`src/rtl/approx_adder_pkg.sv`:
```
// rtl/approx_adder_pkg.sv - shared types and helpers for the approximate pipelined adder
// Purpose: mode encoding, per-stage control payload, segment width helper.
// Ports: none (package).
package approx_adder_pkg;

    localparam logic MODE_EXACT  = 1'b0;
    localparam logic MODE_APPROX = 1'b1;

    // Control part of a stage payload; the partial sum and the operands
    // travel alongside it as WIDTH-bit vectors sized by the stage module.
    typedef struct packed {
        logic valid;
        logic mode;
        logic carry;
    } stage_ctrl_t;

    function automatic int seg_width(input int width, input int stages);
        return width / stages;
    endfunction

endpackage

```
`src/rtl/approx_pipe_adder_if.sv`:
```
// rtl/approx_pipe_adder_if.sv - handshake bundle for approx_pipe_adder
// Purpose: groups the input/output valid-ready streams, operands and result.
// Ports: in_valid/in_ready/a/b/cin/mode (input side), out_valid/out_ready/s/cout
//        (output side); with APPROX_ERR_STATS_EN also clr_stats/err_count/err_sum.
interface approx_pipe_adder_if #(
    parameter int WIDTH = 8
);
    logic             in_valid;
    logic             in_ready;
    logic [WIDTH-1:0] a;
    logic [WIDTH-1:0] b;
    logic             cin;
    logic             mode;
    logic             out_valid;
    logic             out_ready;
    logic [WIDTH-1:0] s;
    logic             cout;
`ifdef APPROX_ERR_STATS_EN
    logic              clr_stats;
    logic [31:0]       err_count;
    logic [WIDTH+16:0] err_sum;

    modport slave (
        input  in_valid, a, b, cin, mode, out_ready, clr_stats,
        output in_ready, out_valid, s, cout, err_count, err_sum
    );
    modport master (
        output in_valid, a, b, cin, mode, out_ready, clr_stats,
        input  in_ready, out_valid, s, cout, err_count, err_sum
    );
`else
    modport slave (
        input  in_valid, a, b, cin, mode, out_ready,
        output in_ready, out_valid, s, cout
    );
    modport master (
        output in_valid, a, b, cin, mode, out_ready,
        input  in_ready, out_valid, s, cout
    );
`endif
endinterface

```
`src/rtl/approx_pipe_adder_stage.sv`:
```
// rtl/approx_pipe_adder_stage.sv - one carry-chain segment plus its pipeline register
// Purpose: adds bits [IDX*SW +: SW] using the carry from the previous stage,
//          applying the lower-part OR approximation to bits below APPROX_BITS.
// Ports: clk, rst; d_ctrl/d_sum/d_a/d_b payload in; next_load (downstream loads);
//        load (this stage loads); q_ctrl/q_sum/q_a/q_b registered payload out.
module approx_pipe_stage
    import approx_adder_pkg::*;
#(
    parameter int WIDTH       = 8,
    parameter int APPROX_BITS = 1,
    parameter int STAGES      = 2,
    parameter int IDX         = 0
) (
    input  logic             clk,
    input  logic             rst,
    input  stage_ctrl_t      d_ctrl,
    input  logic [WIDTH-1:0] d_sum,
    input  logic [WIDTH-1:0] d_a,
    input  logic [WIDTH-1:0] d_b,
    input  logic             next_load,
    output logic             load,
    output stage_ctrl_t      q_ctrl,
    output logic [WIDTH-1:0] q_sum,
    output logic [WIDTH-1:0] q_a,
    output logic [WIDTH-1:0] q_b
);
    localparam int SW = seg_width(WIDTH, STAGES);
    localparam int LO = IDX * SW;

    logic [WIDTH-1:0] nx_sum;
    logic             nx_carry;

    always_comb begin
        nx_sum   = d_sum;
        nx_carry = d_ctrl.carry;
        for (int j = 0; j < SW; j++) begin
            if (d_ctrl.mode == MODE_APPROX && (LO + j) < APPROX_BITS) begin
                // OR bit; only the top approximate bit's AND survives as the
                // carry into bit APPROX_BITS, lower ones are overwritten.
                nx_sum[LO+j] = d_a[LO+j] | d_b[LO+j];
                nx_carry     = d_a[LO+j] & d_b[LO+j];
            end else begin
                nx_sum[LO+j] = d_a[LO+j] ^ d_b[LO+j] ^ nx_carry;
                nx_carry     = (d_a[LO+j] & d_b[LO+j]) | (nx_carry & (d_a[LO+j] ^ d_b[LO+j]));
            end
        end
    end

    // Bubble-collapsing: an empty stage always accepts.
    assign load = !q_ctrl.valid || next_load;

    always_ff @(posedge clk or posedge rst) begin
        if (rst) begin
            q_ctrl <= '0;
            q_sum  <= '0;
            q_a    <= '0;
            q_b    <= '0;
        end else if (load) begin
            q_ctrl <= '{valid: d_ctrl.valid, mode: d_ctrl.mode, carry: nx_carry};
            q_sum  <= nx_sum;
            q_a    <= d_a;
            q_b    <= d_b;
        end
    end

endmodule

```
`src/rtl/approx_pipe_adder.sv`:
```
// rtl/approx_pipe_adder.sv - pipelined adder with runtime lower-part OR approximation
// Purpose: WIDTH-bit adder split into STAGES carry segments, valid/ready on both sides,
//          per-transaction exact/approximate mode. Optional macro APPROX_ERR_STATS_EN
//          adds error statistics against a shadow exact sum.
// Ports: clk, rst (async, active-high); bus (approx_pipe_adder_if.slave).
module approx_pipe_adder
    import approx_adder_pkg::*;
#(
    parameter int WIDTH       = 8,
    parameter int APPROX_BITS = 1,
    parameter int STAGES      = 2
) (
    input logic                clk,
    input logic                rst,
    approx_pipe_adder_if.slave bus
);
    if (WIDTH % STAGES != 0) begin : g_bad_split
        $error("approx_pipe_adder: WIDTH must be a multiple of STAGES");
    end
    if (APPROX_BITS < 0 || APPROX_BITS >= WIDTH) begin : g_bad_approx
        $error("approx_pipe_adder: APPROX_BITS must be in 0..WIDTH-1");
    end

    // Index 0 is the input port; index k+1 is the register of stage k.
    stage_ctrl_t      ctrl [STAGES+1];
    logic [WIDTH-1:0] sm   [STAGES+1];
    logic [WIDTH-1:0] oa   [STAGES+1];
    logic [WIDTH-1:0] ob   [STAGES+1];
    logic [STAGES-1:0] ld;
    logic [STAGES-1:0] nl;

    assign ctrl[0] = '{valid: bus.in_valid, mode: bus.mode, carry: bus.cin};
    assign sm[0]   = '0;
    assign oa[0]   = bus.a;
    assign ob[0]   = bus.b;

    for (genvar k = 0; k < STAGES; k++) begin : g_stage
        if (k == STAGES - 1) begin : g_last
            assign nl[k] = bus.out_ready;
        end else begin : g_mid
            assign nl[k] = ld[k+1];
        end

        approx_pipe_stage #(
            .WIDTH      (WIDTH),
            .APPROX_BITS(APPROX_BITS),
            .STAGES     (STAGES),
            .IDX        (k)
        ) u_stage (
            .clk      (clk),
            .rst      (rst),
            .d_ctrl   (ctrl[k]),
            .d_sum    (sm[k]),
            .d_a      (oa[k]),
            .d_b      (ob[k]),
            .next_load(nl[k]),
            .load     (ld[k]),
            .q_ctrl   (ctrl[k+1]),
            .q_sum    (sm[k+1]),
            .q_a      (oa[k+1]),
            .q_b      (ob[k+1])
        );
    end

    assign bus.in_ready  = ld[0];
    assign bus.out_valid = ctrl[STAGES].valid;
    assign bus.s         = sm[STAGES];
    assign bus.cout      = ctrl[STAGES].carry;

    // Operands are fully consumed once they leave the last stage.
    logic unused_tail;
    assign unused_tail = ^{oa[STAGES], ob[STAGES], ctrl[STAGES].mode};

`ifdef APPROX_ERR_STATS_EN
    logic [WIDTH:0] ex [STAGES+1];

    assign ex[0] = {1'b0, bus.a} + {1'b0, bus.b} + {{WIDTH{1'b0}}, bus.cin};

    for (genvar k = 0; k < STAGES; k++) begin : g_shadow
        logic [WIDTH:0] r;
        always_ff @(posedge clk or posedge rst) begin
            if (rst) begin
                r <= '0;
            end else if (ld[k]) begin
                r <= ex[k];
            end
        end
        assign ex[k+1] = r;
    end

    logic [WIDTH:0]    apx;
    logic [WIDTH:0]    diff;
    logic              err_hit;
    logic [WIDTH+17:0] sum_nx;
    logic [31:0]       cnt_q;
    logic [WIDTH+16:0] acc_q;

    assign apx     = {ctrl[STAGES].carry, sm[STAGES]};
    assign diff    = (ex[STAGES] > apx) ? ex[STAGES] - apx : apx - ex[STAGES];
    assign err_hit = bus.out_valid && bus.out_ready
                     && ctrl[STAGES].mode == MODE_APPROX && apx != ex[STAGES];
    assign sum_nx  = {1'b0, acc_q} + {17'b0, diff};

    always_ff @(posedge clk or posedge rst) begin
        if (rst) begin
            cnt_q <= '0;
            acc_q <= '0;
        end else if (bus.clr_stats) begin
            cnt_q <= '0;
            acc_q <= '0;
        end else if (err_hit) begin
            if (cnt_q != '1) cnt_q <= cnt_q + 32'd1;
            acc_q <= sum_nx[WIDTH+17] ? '1 : sum_nx[WIDTH+16:0];
        end
    end

    assign bus.err_count = cnt_q;
    assign bus.err_sum   = acc_q;
`endif

endmodule

```
`src/flat_wrapper.sv`:
```
// flat-port wrapper written by rule: the top's interface ports become plain ports
module approx_pipe_adder_flat import approx_adder_pkg::*;
#(
    parameter int WIDTH       = 8,
    parameter int APPROX_BITS = 1,
    parameter int STAGES      = 2
)
  (clk, rst, bus_in_valid, bus_a, bus_b, bus_cin, bus_mode, bus_out_ready, bus_in_ready, bus_out_valid, bus_s, bus_cout);
  approx_pipe_adder_if #(.WIDTH(WIDTH)) bus_i ();
  input logic clk;
  input logic rst;
  input wire logic [$bits(bus_i.in_valid)-1:0] bus_in_valid;
  input wire logic [$bits(bus_i.a)-1:0] bus_a;
  input wire logic [$bits(bus_i.b)-1:0] bus_b;
  input wire logic [$bits(bus_i.cin)-1:0] bus_cin;
  input wire logic [$bits(bus_i.mode)-1:0] bus_mode;
  input wire logic [$bits(bus_i.out_ready)-1:0] bus_out_ready;
  output wire logic [$bits(bus_i.in_ready)-1:0] bus_in_ready;
  output wire logic [$bits(bus_i.out_valid)-1:0] bus_out_valid;
  output wire logic [$bits(bus_i.s)-1:0] bus_s;
  output wire logic [$bits(bus_i.cout)-1:0] bus_cout;
  assign bus_i.in_valid = bus_in_valid;
  assign bus_i.a = bus_a;
  assign bus_i.b = bus_b;
  assign bus_i.cin = bus_cin;
  assign bus_i.mode = bus_mode;
  assign bus_i.out_ready = bus_out_ready;
  assign bus_in_ready = bus_i.in_ready;
  assign bus_out_valid = bus_i.out_valid;
  assign bus_s = bus_i.s;
  assign bus_cout = bus_i.cout;
  approx_pipe_adder #(.WIDTH(WIDTH), .APPROX_BITS(APPROX_BITS), .STAGES(STAGES)) u_core (.clk(clk), .rst(rst), .bus(bus_i));
endmodule
```
`config.mk`:
```
export PLATFORM = sky130hd
export DESIGN_NAME = approx_pipe_adder_flat
export DESIGN_NICKNAME = d
export VERILOG_FILES = /design/src/rtl/approx_adder_pkg.sv /design/src/rtl/approx_pipe_adder_if.sv /design/src/rtl/approx_pipe_adder_stage.sv /design/src/rtl/approx_pipe_adder.sv /design/src/flat_wrapper.sv
export SDC_FILE = /design/constraint.sdc
export NUM_CORES = 1
export LEC_CHECK = 0
export BUFFER_PORTS_ARGS = -buffer_cell sky130_fd_sc_hd__buf_2
export CORE_AREA = 2 2 74 76
export CTS_BUF_LIST = sky130_fd_sc_hd__clkbuf_8
export CTS_CLUSTER_SIZE = 40
export DETAILED_ROUTE_END_ITERATION = 7
export DIE_AREA = 0 0 76 78
export PLACE_DENSITY = 0.39
export SYNTH_ARGS = -nofsm -noshare
export SYNTH_HDL_FRONTEND = slang
export SYNTH_SLANG_ARGS = --single-unit
export TNS_END_PERCENT = 10
```
`constraint.sdc`:
```
create_clock -name clk -period 4.6 [get_ports clk]
set_input_delay 0.69 -clock clk [delete_from_list [all_inputs] [get_ports clk]]
set_output_delay 0.69 -clock clk [all_outputs]
set_load 0.01 [all_outputs]
```
==> run_results.csv <==
group,metric,value,unit
clock_network,maximum_count_of_clock_buffers_along_a_single_path,2,
placement,dpl_worst_slack,2.023,ns
die,core_area,5042,um2
yosys,asyncSetResetFlopFracSynth,100.0,%
yosys,dominant_synthesized_flop_cell,"sky130_fd_sc_hd__dfrtp_1",
detailed_routing,initialDrtViolationCount,33,
timing,maxClockFrequency,0.4417,GHz
cells_and_area,fill_cells,541,
clock_network,clk_pin_slew_worst_paths,0.09,ns
worst_setup_path,critical_path.endpoint_type,"flip-flop",
clock_network,clk-insertion-delay-late,0.27,ns
yosys,synth_top_cell_area_share,50.37,%
yosys,yosys_warnings,0,
die,chipWidth,76,um
timing,timing_hold_violations_final,0,
timing,rsz_0062_raised_after_global_routing,"false",
detailed_routing,wl_per_cell,11.61,um
worst_setup_path,type_of_element_launching_the_critical_path,"input port",
global_route,grt_max_degree,25,
timing,tns,0,ns
detailed_routing,detailroute.via_count,693,
worst_setup_path,critical_path_arrival,2.46,ns
yosys,yosysTopAreaCell,"sky130_fd_sc_hd__dfrtp_1",
yosys,number_of_nets_in_the_synthesized_netlist,115,
clock_network,tritoncts_clock_tree,"yes",
placement,io_buffers,32,
clock_network,clock_tree.root_cell,"sky130_fd_sc_hd__clkbuf_8",
clock_network,cts.sink_count,24,
yosys,netlist_top_cells_area,"sky130_fd_sc_hd__dfrtp_1, sky130_fd_sc_hd__fa_1, sky130_fd_sc_hd__mux2_2, sky130_fd_sc_hd__mux2_4, sky130_fd_sc_hd__inv_1",
clock_network,cts_setup_buffers,0,
die,initial_utilization,23.65,%
yosys,synth_seq_cells,24,
yosys,cell_area_synth,1192,um2
worst_setup_path,cp_data_required_time,4.80,ns
timing,skew,0.007348,ns
worst_setup_path,cp_max_fo,2,
yosys,postSynthCellCount,83,
clock_network,hold_buffers,0,
power,leakagePower,0.7453,nW
global_route,grt_first_pass_wirelength,3.795,mm
detailed_routing,vias_per_cell,3.706,
detailed_routing,drt.antenna.violating_nets,0,
die,io_pins,33,
cells_and_area,n_antenna_cell,0,
global_route,grt_overflow,0,
clock_network,postCtsResizedCells,0,
cells_and_area,nNetsFinal,150,
yosys,synth-edff-count,0,
timing,layout_setup_ws,2.336,ns
global_route,first_global_vias,794,
detailed_routing,drtPass1Iterations,3,
die,die_y,78,um
detailed_routing,drc,0,
worst_setup_path,criticalPathCategory,"input port to flip-flop",
cells_and_area,drive_above_1_share,46.15,%
timing,max_slew.worst_pin.slew,0.9104,ns
die,rows,26,
global_route,antenna_found_initial,0,
timing,worst_slew_margin_relative_to_its_limit,39.24,%
power,power_density,402.7,nW/um2
min_path,hold_path_class,"flip-flop to flip-flop",
yosys,most_instantiated_library_cell_after_synthesis,"sky130_fd_sc_hd__dfrtp_1",
yosys,synthTopCellsByCount,"sky130_fd_sc_hd__dfrtp_1, sky130_fd_sc_hd__inv_1, sky130_fd_sc_hd__mux2_2, sky130_fd_sc_hd__fa_1, sky130_fd_sc_hd__mux2_4",
run,max-cap-violations,0,
detailed_routing,drt-total-wl,2.171,mm
clock_network,cts.htree.levels,1,
cells_and_area,synthToLayoutAreaGrowth,25.39,%
placement,rd_place_congestion,0.6447,
clock_network,clock_buffers_created_by_tritoncts,3,
timing,period_needed,2.264,ns
timing,slew_viol_final,0,
timing,period_share,49.22,%
timing,final-setup-viol-count,0,
yosys,synth.yosys.seq_area_share,50.37,%
placement,place.detailed.hpwl,1.682,mm
power,ir_drop,0.1155,mV
yosys,synthDistinctLibCells,13,
run_status,run_status,"complete, no violations",
die,die_area,5928,um2
global_route,grtUsageTotal,8.059,%
yosys,post_synth.cell_area_avg,14.37,um2
## power breakdown
group          internal [W]  switching, W
Combinational     0.0000731     0.0000659
Sequential         0.000254     0.0000229
Clock              0.000116     0.0000702
## routing by layer
metal	global-route usage (%)	wire [um]
met1	10.01	1005
met2	13.75	1073
met3	1.628	75
met4	3.273	17
met5	0	0
## flip-flops by register name (all words and copies together) (netlist names)
register	count
u_core.g_stage.u_stage.q_a	4
u_core.g_stage.u_stage.q_b	4
u_core.g_stage.u_stage.q_ctrl	4
u_core.g_stage.u_stage.q_sum	12
## per-stage QoR
step	power [W]	hold slack (ns)	util, %	std cells	cell area (um2)
5_1_grt	0.0006427	0.5299	29.65	187	1495
4_1_cts	0.0006150	0.5146	29.65	187	1495
6_report	0.0006021	0.5082	29.65	187	1495
3_5_place_dp	0.0004264	0.4925	28.24	183	1424
2_1_floorplan	0.0003678	0.4749	-	83	1192
3_3_place_gp	0.0004216	0.4873	28.24	183	1424
## critical path, stage by stage
cell,delay [ns]
sky130_fd_sc_hd__buf_2,0.11
sky130_fd_sc_hd__inv_1,0.09
sky130_fd_sc_hd__fa_1,0.17
sky130_fd_sc_hd__mux2i_1,0.07
sky130_fd_sc_hd__fa_1,0.38
sky130_fd_sc_hd__fa_1,0.36
sky130_fd_sc_hd__inv_1,0.07
sky130_fd_sc_hd__fa_1,0.40
sky130_fd_sc_hd__mux2i_1,0.13
## cells by family after synthesis
group | synth area share, %
mux | 21.30
fa+ha+maj | 15.53
buf+inv | 6.401
simple gates | 5.142
flops | 50.37
compound gates | 1.259
## final cells by class
class | instances | area (um2) | share of cell area, %
clock inverters | 1 | 30.03 | 2.008
multi-input cells | 41 | 515.5 | 34.48
inverters | 16 | 60.06 | 4.017
well taps | 70 | 87.58 | 5.858
repair buffers | 32 | 160.2 | 10.71
flip-flops and latches | 24 | 600.6 | 40.17
clock buffers | 3 | 41.29 | 2.762
## final timing paths
kind                       slack (ns)                                              end                                      startpoint  depth (start not counted)
hold reg to reg                  0.51   u_core.g_stage[1].u_stage.q_sum[0]$_DFFE_PP0P_  u_core.g_stage[1].u_stage.q_sum[0]$_DFFE_PP0P_                          1
min in group asynchronous        0.60  u_core.g_stage[0].u_stage.q_ctrl[0]$_DFFE_PP0P_                                             rst                          2
hold / removal                   0.51   u_core.g_stage[1].u_stage.q_sum[0]$_DFFE_PP0P_  u_core.g_stage[1].u_stage.q_sum[0]$_DFFE_PP0P_                          1
setup / recovery                 2.34   u_core.g_stage[0].u_stage.q_sum[3]$_DFFE_PP0P_                                        bus_b[0]                          9
max in group asynchronous        3.43     u_core.g_stage[0].u_stage.q_b[5]$_DFFE_PP0P_                                             rst                          2
setup reg to reg                 2.44   u_core.g_stage[1].u_stage.q_sum[7]$_DFFE_PP0P_    u_core.g_stage[0].u_stage.q_a[4]$_DFFE_PP0P_                          8
## cell usage in the layout, fill, tap and decap left out
cell type	n
sky130_fd_sc_hd__nor3b_1	3
sky130_fd_sc_hd__mux2_2	11
sky130_fd_sc_hd__buf_2	32
sky130_fd_sc_hd__fa_1	8
sky130_fd_sc_hd__bufinv_16	1
sky130_fd_sc_hd__clkbuf_8	3
sky130_fd_sc_hd__mux2i_1	4
sky130_fd_sc_hd__nand3b_4	1
sky130_fd_sc_hd__inv_1	16
sky130_fd_sc_hd__a21oi_1	3
sky130_fd_sc_hd__ha_1	2
sky130_fd_sc_hd__mux2_4	6
sky130_fd_sc_hd__nand2b_1	3
sky130_fd_sc_hd__dfrtp_1	24
No activity file was read; power rests on OpenSTA's default activity.
